--- src/rtl/sc_stream_counter.sv ---
// rtl/sc_stream_counter.sv - counts ones per WINDOW valid stochastic samples
// and holds each window count in a single-entry valid/ready output register.
module sc_stream_counter #(
  parameter int WINDOW      = 256,
  parameter int COUNT_WIDTH = 9
) (
  input  logic                   clk,
  input  logic                   rst,
  input  logic                   in_bit,
  input  logic                   in_valid,
  output logic [COUNT_WIDTH-1:0] out_count,
  output logic                   out_valid,
  input  logic                   out_ready,
  output logic                   overrun,
  output logic                   busy
);

  localparam int CW = (WINDOW > 2) ? $clog2(WINDOW) : 1;
  localparam logic [CW-1:0] LAST_SAMP = CW'(WINDOW - 1);

  logic [CW-1:0]          samp_cnt_q, samp_cnt_d;
  logic [CW-1:0]          ones_cnt_q, ones_cnt_d;
  logic [COUNT_WIDTH-1:0] out_count_q, out_count_d;
  logic                   out_valid_q, out_valid_d;
  logic                   overrun_q, overrun_d;
  logic                   handshake;
  logic                   window_done;
  logic [COUNT_WIDTH-1:0] final_count;

  assign handshake   = out_valid_q && out_ready;
  assign window_done = in_valid && (samp_cnt_q == LAST_SAMP);
  // Widen before adding: a window of all ones yields WINDOW, one past ones_cnt's range.
  assign final_count = COUNT_WIDTH'(ones_cnt_q) + COUNT_WIDTH'(in_bit);

  always_comb begin
    samp_cnt_d  = samp_cnt_q;
    ones_cnt_d  = ones_cnt_q;
    out_count_d = out_count_q;
    out_valid_d = out_valid_q;
    overrun_d   = overrun_q;

    if (handshake) begin
      out_valid_d = 1'b0;
    end

    if (window_done) begin
      samp_cnt_d = '0;
      ones_cnt_d = '0;
      // A slot freed by this cycle's handshake can take the new count immediately.
      if (!out_valid_q || handshake) begin
        out_count_d = final_count;
        out_valid_d = 1'b1;
      end else begin
        overrun_d = 1'b1;
      end
    end else if (in_valid) begin
      samp_cnt_d = samp_cnt_q + 1'b1;
      ones_cnt_d = ones_cnt_q + CW'(in_bit);
    end
  end

  always_ff @(posedge clk) begin
    if (rst) begin
      samp_cnt_q  <= '0;
      ones_cnt_q  <= '0;
      out_count_q <= '0;
      out_valid_q <= 1'b0;
      overrun_q   <= 1'b0;
    end else begin
      samp_cnt_q  <= samp_cnt_d;
      ones_cnt_q  <= ones_cnt_d;
      out_count_q <= out_count_d;
      out_valid_q <= out_valid_d;
      overrun_q   <= overrun_d;
    end
  end

  assign out_count = out_count_q;
  assign out_valid = out_valid_q;
  assign overrun   = overrun_q;
  assign busy      = (samp_cnt_q != '0);

endmodule
--- config.mk ---
export PLATFORM = sky130hd
export DESIGN_NAME = sc_stream_counter
export DESIGN_NICKNAME = d
export VERILOG_FILES = /design/src/rtl/sc_stream_counter.sv
export SDC_FILE = /design/constraint.sdc
export NUM_CORES = 1
export LEC_CHECK = 0
export ABC_AREA = 0
export ABC_CLOCK_PERIOD_IN_PS = 1500
export CAP_MARGIN = 20
export CORE_AREA = 2 2 55 57
export CTS_CLUSTER_SIZE = 16
export DETAILED_ROUTE_END_ITERATION = 6
export DIE_AREA = 0 0 57 59
export GPL_TIMING_DRIVEN = 0
export PLACE_DENSITY = 0.8
export SETUP_SLACK_MARGIN = 0.4
export SYNTH_ARGS = -nofsm -noshare
export SYNTH_HDL_FRONTEND = slang
export SYNTH_SLANG_ARGS = --single-unit
--- constraint.sdc ---
create_clock -name clk -period 1.5 [get_ports clk]
set_input_delay 0.3 -clock clk [delete_from_list [all_inputs] [get_ports clk]]
set_output_delay 0.3 -clock clk [all_outputs]
set_load 0.1 [all_outputs]
Yosys cells after proc, flatten, opt, wreduce, memory -nomap -nowiden
Cells that the tools add are included.
- flip-flop bits (word level): 27
- output and inout bits: 12
- word-level logic and storage cells: 21
- add/subtract/negate cells: 3
- equality and inequality tests: 1
- muxes and demuxes: 3
- bitwise operators: 1
- reductions and logical operators: 8
- operators by type and width (cell ; number):
    8-bit by 1-bit adder with 9-bit output ; 1
    8-bit by 1-bit adder with 8-bit output ; 1
    8-bit by 1-bit adder with 8-bit output (second input constant) ; 1
    8-bit == test (second input constant) ; 1
    8-bit nonzero test ; 1
    2-bit AND reduction ; 2
    1-bit 2-to-1 mux ; 3
    1-bit logical AND ; 2
    2-bit OR reduction ; 1
    1-bit logical NOT ; 1
    1-bit logical OR ; 1
    1-bit NOT ; 1

Longest topological paths before layout
Gate-level depths: netlist of the first run.
- depth in word-level cells: 4
- depth in mapped cells: 7

Least setup slack after synthesis of the first run
Ideal clock, no wire load.
- path kind: register to register
- from: reg out_valid_q (netlist: out_valid)
- to: reg out_count_q[2] (netlist: out_count[2])
- setup time: 130 ps
- arrival time: 1690 ps
- required time: 1370 ps
- setup slack: -320 ps
- stages on the path, launching flop included: 6
- path buffers: 1
- clock period less this slack: 1820 ps
- cell sequence: dfxtp_1 nor2b_1 nor3_4 buf_6 mux2i_1 nor2_1
- word-level cells in the longest chain between the ends: 3
- elaborated cells on any way between the ends: 4
- those cells by class: 4 x reduce/logical
- RTL lines (what ; line ; source):
    start: declaration ; 24 ; logic out_valid_q, out_valid_d;
    start signal: assignment ; 73 ; out_valid_q <= out_valid_d;
    1-bit logical NOT or 1-bit logical AND (tied branches) ; 50, 30 ;
    1-bit logical OR * ; 50 ; if (!out_valid_q || handshake) begin
    2-bit AND reduction (no line) * ; n/a ;
    end signal: assignment ; 72 ; out_count_q <= out_count_d;
    end: declaration ; 23 ; logic [COUNT_WIDTH-1:0] out_count_q, out_count_d;
Mark *: on every way between the ends. The rest lies on a longest branch, timed or not.
A chain may end at the register's enable or synchronous reset.

Worst setup path after layout of the first run
- from: reg samp_cnt_q[1]
- to: out busy
- word-level cells in the longest chain between the ends: 1
- RTL lines (what ; line ; source):
    start: declaration ; 21 ; logic [CW-1:0] samp_cnt_q, samp_cnt_d;
    start signal: assignment ; 70 ; samp_cnt_q <= samp_cnt_d;
    8-bit nonzero test ; 81 ; assign busy = (samp_cnt_q != '0);
    end: declaration ; 15 ; output logic busy
Every way passes these cells.

==> reports/metrics.yaml, run 1 <==
global_routing:
  grt_overflow: 0
  use_met1_pct: 21.9
  antenna_found_initial: 0
  grt_pass1_wl_um: 4950
  grt_max_degree: 15
  met3_usage_pct: 2.62
  grt_use_total_pct: 19.3
  grt_pass1_vias: 1114
  top_usage_layer: "met2"
  use_met2_pct: 35.0
setup_path:
  critPathBufInv: 2
  reg2reg_depth: 9
  worstReg2RegStart: "samp_cnt_q[1]"
  crit_path_top_delay_cell: "dfxtp_4"
  rrSetupSlack_ps: -160
  cp_cell_sequence: "inv_4, ha_4, nor4b_4, nand2_4, buf_12"
  critPathRequiredTime_ps: 1200
  worstReg2RegEnd: "samp_cnt_q[7]"
  cp_max_fo: 3
  path_class: "reg -> out"
  startpoint_type: "flop"
  arrival_ps: 1390
  max_stage_delay_ps: 380
  endpoint_kind: "output pin"
  crit_family: "flip-flops"
synthesis:
  syn_nets: 139
  syn-instance-count: 130
  yosysSeqAreaShare_pct: 44.1
  yosysWarnings: 0
  syn_area_per_cell_um2: 9.43
  syn-cell-area_um2: 1230
  synth-seq-cells: 27
  synth_cell_type_count: 27
sta:
  rsz0062_at_grt: "true"
  period_share_pct: 113
  max_freq_ghz: 0.590
  fin_skew_ps: 3.53
  worst_pin_slew_ps: 331
  hold_viol: 0
  setup-tns-final_ps: -3100
  finalMaxSlewViolations: 0
  setup_slack_ps: -193
  fin_crit_ps: 1690
  relSlewSlack_pct: 77.7
  setup_viol: 26
die:
  coreArea_um2: 2710
  placementRows: 19
  dieArea_um2: 3360
  start_util_pct: 45.2
  die_w_um: 57
  pin_count: 17
  fp.dieH_um: 59
routing:
  drt.antenna.violating_nets: 0
  drc: 0
  drt_iter0_drc: 9
  wirelength_um: 3040
  wl_per_cell_um: 15.2
  dr.pass1.iters: 4
  post_drt_via_cell_ratio: 5.39
  via_count: 1077
placed_design:
  place.gp.congestion: 0.831
  io_buffer_count: 16
  dp_hpwl_um: 1850
clocking:
  cts_hold_buffers: 0
  cts_root_buffer: "clkbuf_4"
  clk_path_buf_depth: 2
  clk_pin_slew_worst_paths_ps: 140
  clock_latency_ps: 340
  cts_sinks: 27
  htreeDepth: 1
  cts_buffers: 3
  cts_tree: "done"
worst_hold_path:
  min_path_type: "in -> reg"
  hold-path-endpoint: "out_count[0]"
  worstHoldPathCells: 4
  hp-start: "in_bit"
status:
  status: "finished, violations left"
  violations: "negative setup slack"
layout:
  syn_to_final_growth_pct: 64.6
  fin_nets: 179
  finish.utilization_pct: 74.5
  n_antenna_cell: 0
  drive_gt1_share_pct: 54.4
job:
  cap_violations: 0
power:
  p_per_area_nw_per_um2: 640
  ir_drop_v: 0.000561
  total_leakage_power_nw: 0.762
==> through the flow <==
| step | cells | setup slack, ps | hold WS [ps] | power, W | area [µm²] |
|---|---|---|---|---|---|
| after global routing | 200 | -255 | 540 | 0.00134 | 2020 |
| after CTS | 198 | -188 | 517 | 0.00126 | 1910 |
| after detailed placement | 177 | -708 | 475 | 0.000898 | 1550 |
| after floorplan | 130 | 69.8 | 364 | 0.000857 | 1350 |
| final | 200 | -193 | 510 | 0.00129 | 2020 |
| after global placement | 177 | -698 | 462 | 0.000892 | 1550 |
==> synthesized netlist by cell type, drive strengths merged <==
master / number / area [µm²]
dfxtp: 27 / 541
nor2: 27 / 101
xor2: 15 / 131
mux2i: 8 / 80.1
nand2: 8 / 30.0
nand4: 7 / 50.1
buf: 5 / 30.0
ha: 4 / 50.1
nand3: 4 / 20.0
xnor2: 4 / 35.0
a211oi: 3 / 37.5
and3: 3 / 18.8
clkbuf: 2 / 7.51
inv: 2 / 7.51
nor2b: 2 / 12.5
nor3: 2 / 21.3
a21o: 1 / 7.51
a21oi: 1 / 5.00
and4: 1 / 8.76
nand2b: 1 / 6.26
nor4b: 1 / 8.76
o21ba: 1 / 10.0
or2: 1 / 6.26
==> cells in the final DEF (no fill, tap or decap), types with 2 or more instances in the layout <==
master / synthesis / layout
clkbuf_4: 0 / 3
mux2i_1: 8 / 8
buf_6: 1 / 12
clkdlybuf4s50_1: 0 / 2
xnor2_1: 4 / 4
buf_4: 0 / 9
nor2_1: 27 / 11
buf_12: 0 / 13
nand2_1: 8 / 5
dfxtp_2: 0 / 10
and3_4: 0 / 2
nand3_1: 4 / 3
xor2_1: 15 / 15
nor2_4: 0 / 9
nand4_1: 6 / 6
a211oi_2: 3 / 3
ha_4: 0 / 4
inv_4: 0 / 2
dlygate4sd2_1: 0 / 2
dfxtp_1: 27 / 12
clkbuf_1: 2 / 2
nand2_2: 0 / 2
dfxtp_4: 0 / 5
nor2_2: 0 / 7
==> metal layers <==
layer	vias to the layer above	routed length, µm
met5	-	0
met4	0	82
met3	9	127
met2	28	1620
met1	527	1210
li1	513	-
==> worst max path at each step <==
stage | start | endpoint | slack (ps) | cells past startpoint
final | samp_cnt_q[1] | busy | -190 | 5
after global placement | samp_cnt_q[1] | busy | -700 | 5
after CTS | samp_cnt_q[1] | busy | -190 | 5
after detailed placement | samp_cnt_q[1] | busy | -710 | 5
after global routing | samp_cnt_q[1] | busy | -250 | 5
after floorplan | samp_cnt_q[1] | out_count[2] | 70 | 6
==> cells by family after synthesis <==
group,share of synthesized area [%]
buffers and inverters,3.67
xor gates and xnor gates,13.6
adders and majority gates,4.08
AOI/OAI and AO/OA,4.90
and+or+nand+nor,23.2
DFF,44.1
muxes,6.53
==> worst register-to-register path: stages, from the launching register on <==
cell and delay, ps:
dfxtp_4 380, buf_4 140, ha_4 150, nand4_1 160
buf_4 160, nor2_4 40, or2_4 220, buf_6 130
clkbuf_16 160, nor2_4 80
==> cell type report <==
cell class | count | area [µm²]
inverters | 2 | 12.5
well taps | 31 | 38.8
repair buffers | 35 | 472
plain buffers | 7 | 67.6
clock buffers | 4 | 26.3
flip-flops and latches | 27 | 572
fillers | 188 | 692
multi-input cells | 94 | 830
==> state kept, by name, summed over array words and instances, names as in the netlist <==
signal,cells
samp_cnt_q,8
overrun,1
ones_cnt_q,8
out_count,9
out_valid,1
==> power breakdown <==
| group | total [W] | switching, W | internal (W) |
|---|---|---|---|
| logic | 0.000232 | 0.000117 | 0.000115 |
| clock network | 0.000327 | 0.000222 | 0.000105 |
| registers | 0.000734 | 0.0000122 | 0.000722 |
| total | 0.00129 | 0.000351 | 0.000941 |
==> what timing repair did <==
item                                    4_1_cts  5_1_grt
hold endpoints to repair                      0        0
gates cloned                                  1        1
setup buffers                                16        1
endpoints found under the setup margin       39       39
pin swaps                                    13        3
resized for setup                           136       24
No activity file was read; power rests on OpenSTA's default activity.
==> run 2: changes to the inputs <==
--- a/config.mk
+++ b/config.mk
@@ -7,11 +7,11 @@
 export LEC_CHECK = 0
 export ABC_AREA = 0
 export ABC_CLOCK_PERIOD_IN_PS = 1500
-export CAP_MARGIN = 20
 export CORE_AREA = 2 2 55 57
 export CTS_CLUSTER_SIZE = 16
 export DETAILED_ROUTE_END_ITERATION = 6
 export DIE_AREA = 0 0 57 59
+export GPL_ROUTABILITY_DRIVEN = 0
 export GPL_TIMING_DRIVEN = 0
 export PLACE_DENSITY = 0.8
 export SETUP_SLACK_MARGIN = 0.4
==> results of run 2 <==
The final DEF is identical to that of run 1; final timing and power are the same.
==> run 3: changes to the inputs <==
--- a/config.mk
+++ b/config.mk
@@ -7,10 +7,10 @@
 export LEC_CHECK = 0
 export ABC_AREA = 0
 export ABC_CLOCK_PERIOD_IN_PS = 1500
-export CORE_AREA = 2 2 55 57
+export CORE_AREA = 4 4 57 59
 export CTS_CLUSTER_SIZE = 16
 export DETAILED_ROUTE_END_ITERATION = 6
-export DIE_AREA = 0 0 57 59
+export DIE_AREA = 0 0 61 63
 export GPL_ROUTABILITY_DRIVEN = 0
 export GPL_TIMING_DRIVEN = 0
 export PLACE_DENSITY = 0.8
==> reports/metrics.yaml, run 3 (synthesis results as in run 1) <==
status:
  status: "finished, violations left"  # unchanged
  violations: "negative setup slack"  # unchanged
clocking:
  cts_root_buffer: "clkbuf_4"  # unchanged
  cts_tree: "done"  # unchanged
  clock_latency_ps: 350  # was 340 ps
  clk_pin_slew_worst_paths_ps: 170  # was 140 ps
  cts_sinks: 27  # unchanged
  htreeDepth: 1  # unchanged
  cts_buffers: 3  # unchanged
  clk_path_buf_depth: 2  # unchanged
sta:
  period_share_pct: 112  # was 113%
  fin_skew_ps: 18.4  # was 3.53 ps
  rsz0062_at_grt: "true"  # unchanged
  hold_viol: 0  # unchanged
  max_freq_ghz: 0.596  # was 0.590 GHz
  finalMaxSlewViolations: 0  # unchanged
  hold-worst-slack_ps: 496  # was 510 ps
  setup_viol: 17  # was 26
  worst_pin_slew_ps: 351  # was 331 ps
  fin_crit_ps: 1680  # was 1690 ps
  relSlewSlack_pct: 76.6  # was 77.7%
  setup_slack_ps: -177  # was -193 ps
global_routing:
  grt_pass1_vias: 1099  # was 1114
  grt_use_total_pct: 16.3  # was 19.3%
  grt_max_degree: 17  # was 15
  grt_overflow: 0  # unchanged
  grt_pass1_wl_um: 4780  # was 4950 µm
  antenna_found_initial: 0  # unchanged
setup_path:
  crit_family: "flip-flops"  # unchanged
  max_stage_delay_ps: 390  # was 380 ps
  cp_max_fo: 4  # was 3
  path_class: "reg -> out"  # unchanged
  cp_cell_sequence: "inv_4, ha_4, nor4b_4, nand2_4, buf_12"  # unchanged
  endpoint_kind: "output pin"  # unchanged
  startpoint_type: "flop"  # unchanged
  arrival_ps: 1380  # was 1390 ps
  critPathRequiredTime_ps: 1200  # about the same
  crit_path_top_delay_cell: "dfxtp_4"  # unchanged
  worstReg2RegEnd: "out_count[3]"  # was samp_cnt_q[7]
  worstReg2RegStart: "samp_cnt_q[0]"  # was samp_cnt_q[1]
  reg2reg_depth: 7  # was 9
  critPathBufInv: 2  # unchanged
  rrSetupSlack_ps: -120  # was -160 ps
layout:
  final_common_cell: "buf_4"  # was xor2_1
  largest_register_ffs: 9  # unchanged
  syn_to_final_growth_pct: 62.1  # was 64.6%
  fillers: 174  # was 188
  final_cell_mix: "buf_4 (16), xor2_1 (15), nor2_1 (14)"  # was xor2_1 (15), buf_12 (13), buf_6 (12), dfxtp_1 (12), nor2_1 (11)
  drive_gt1_share_pct: 53.8  # was 54.4%
  n_antenna_cell: 0  # unchanged
  multiInputGateArea_um2: 803  # was 830 µm²
  finish.utilization_pct: 73.4  # was 74.5%
  regArea_um2: 568  # was 572 µm²
  fin_nets: 181  # was 179
power:
  ir_drop_v: 0.000705  # was 0.000561 V
  total_leakage_power_nw: 0.767  # was 0.762 nW
  p_per_area_nw_per_um2: 658  # was 640 nW/µm²
routing:
  wl_per_cell_um: 15.5  # was 15.2 µm
  drt_iter0_drc: 27  # was 9
  dr.pass1.iters: 4  # unchanged
  drt.antenna.violating_nets: 0  # unchanged
  post_drt_via_cell_ratio: 5.34  # was 5.39
  wirelength_um: 3120  # was 3040 µm
  drc: 0  # unchanged
  via_count: 1078  # was 1077
die:
  die_w_um: 61  # was 57 µm
  placementRows: 19  # unchanged
  pin_count: 17  # unchanged
  fp.dieH_um: 63  # was 59 µm
  dieArea_um2: 3840  # was 3360 µm²
  start_util_pct: 45.2  # unchanged
  coreArea_um2: 2710  # unchanged
job:
  cap_violations: 0  # unchanged
placed_design:
  dp_hpwl_um: 1760  # was 1850 µm
  io_buffer_count: 16  # unchanged
worst_hold_path:
  hp-start: "in_bit"  # unchanged
  min_path_type: "in -> reg"  # unchanged
  hold-path-endpoint: "ones_cnt_q[0]"  # was out_count[0]
  worstHoldPathCells: 4  # unchanged
run 3: changes by cell type in the layout (fill, tap and decap cells not counted), sizes merged:
| cell | previous run | this run |
|---|---|---|
| inv | 2 | 3 |
| clkbuf | 7 | 5 |
| buf | 35 | 38 |
run 3: layout make-up:
class                           instances  share of cell area [%]
Multi-Input combinational cell         94                    40.4
Clock inverter                          1                   0.315
Sequential cell                        27                    28.6
Inverter                                2                   0.503
Buffer                                  7                    3.46
Clock buffer                            3                    1.13
Timing Repair Buffer                   37                    23.7
Tap cell                               31                    1.95
run 3: worst max path at each step:
stage / start / to / cells past startpoint
after floorplan: samp_cnt_q[1] / out_count[2] / 6
after global placement: samp_cnt_q[1] / busy / 5
after detailed placement: samp_cnt_q[1] / busy / 5
after CTS: samp_cnt_q[0] / busy / 5
after global routing: samp_cnt_q[0] / out_count[4] / 7
final: samp_cnt_q[0] / busy / 5
run 3: per-layer routing:
layer  vias up  track usage (%)  part of all wire, %  wire length [µm]
li1        518                -                    -                 -
met1       532             18.7                   42              1320
met2        22             27.7                   53              1650
met3         6             2.89                  3.0                94
met4         0             8.67                  1.8                56
met5         -                0                    0                 0
run 3: worst register-to-register path, cell delays in order, from the launching register on:
cell	delay, ps
dfxtp_4	400
buf_4	120
ha_4	130
nand4_1	160
nor3_4	300
buf_6	170
mux2i_1	200
nor2_1	60
run 3: repair_timing:
action	4_1_cts	5_1_grt
gates resized for setup	131	16
cloned	2	0
hold buffers	0	0
endpoints found under the setup margin	39	39
pin swaps	7	5
buffers inserted	13	6
run 3: power breakdown:
| part | internal [W] | switching, W |
|---|---|---|
| Clock | 0.000104 | 0.000242 |
| Combinational | 0.000115 | 0.000110 |
| Sequential | 0.000724 | 0.0000129 |
| Total | 0.000944 | 0.000365 |
run 3: per-stage QoR:
stage	TNS [ps]	cells	total power (W)	worst slack, ps	instance area, µm²
after detailed placement	-12510	177	0.000896	-716	1550
after global placement	-11460	177	0.000892	-700	1550
final	-958	202	0.00131	-177	1990
after global routing	-2670	202	0.00135	-234	1990
after CTS	-1410	196	0.00129	-187	1900
after floorplan	0	130	0.000857	69.8	1350
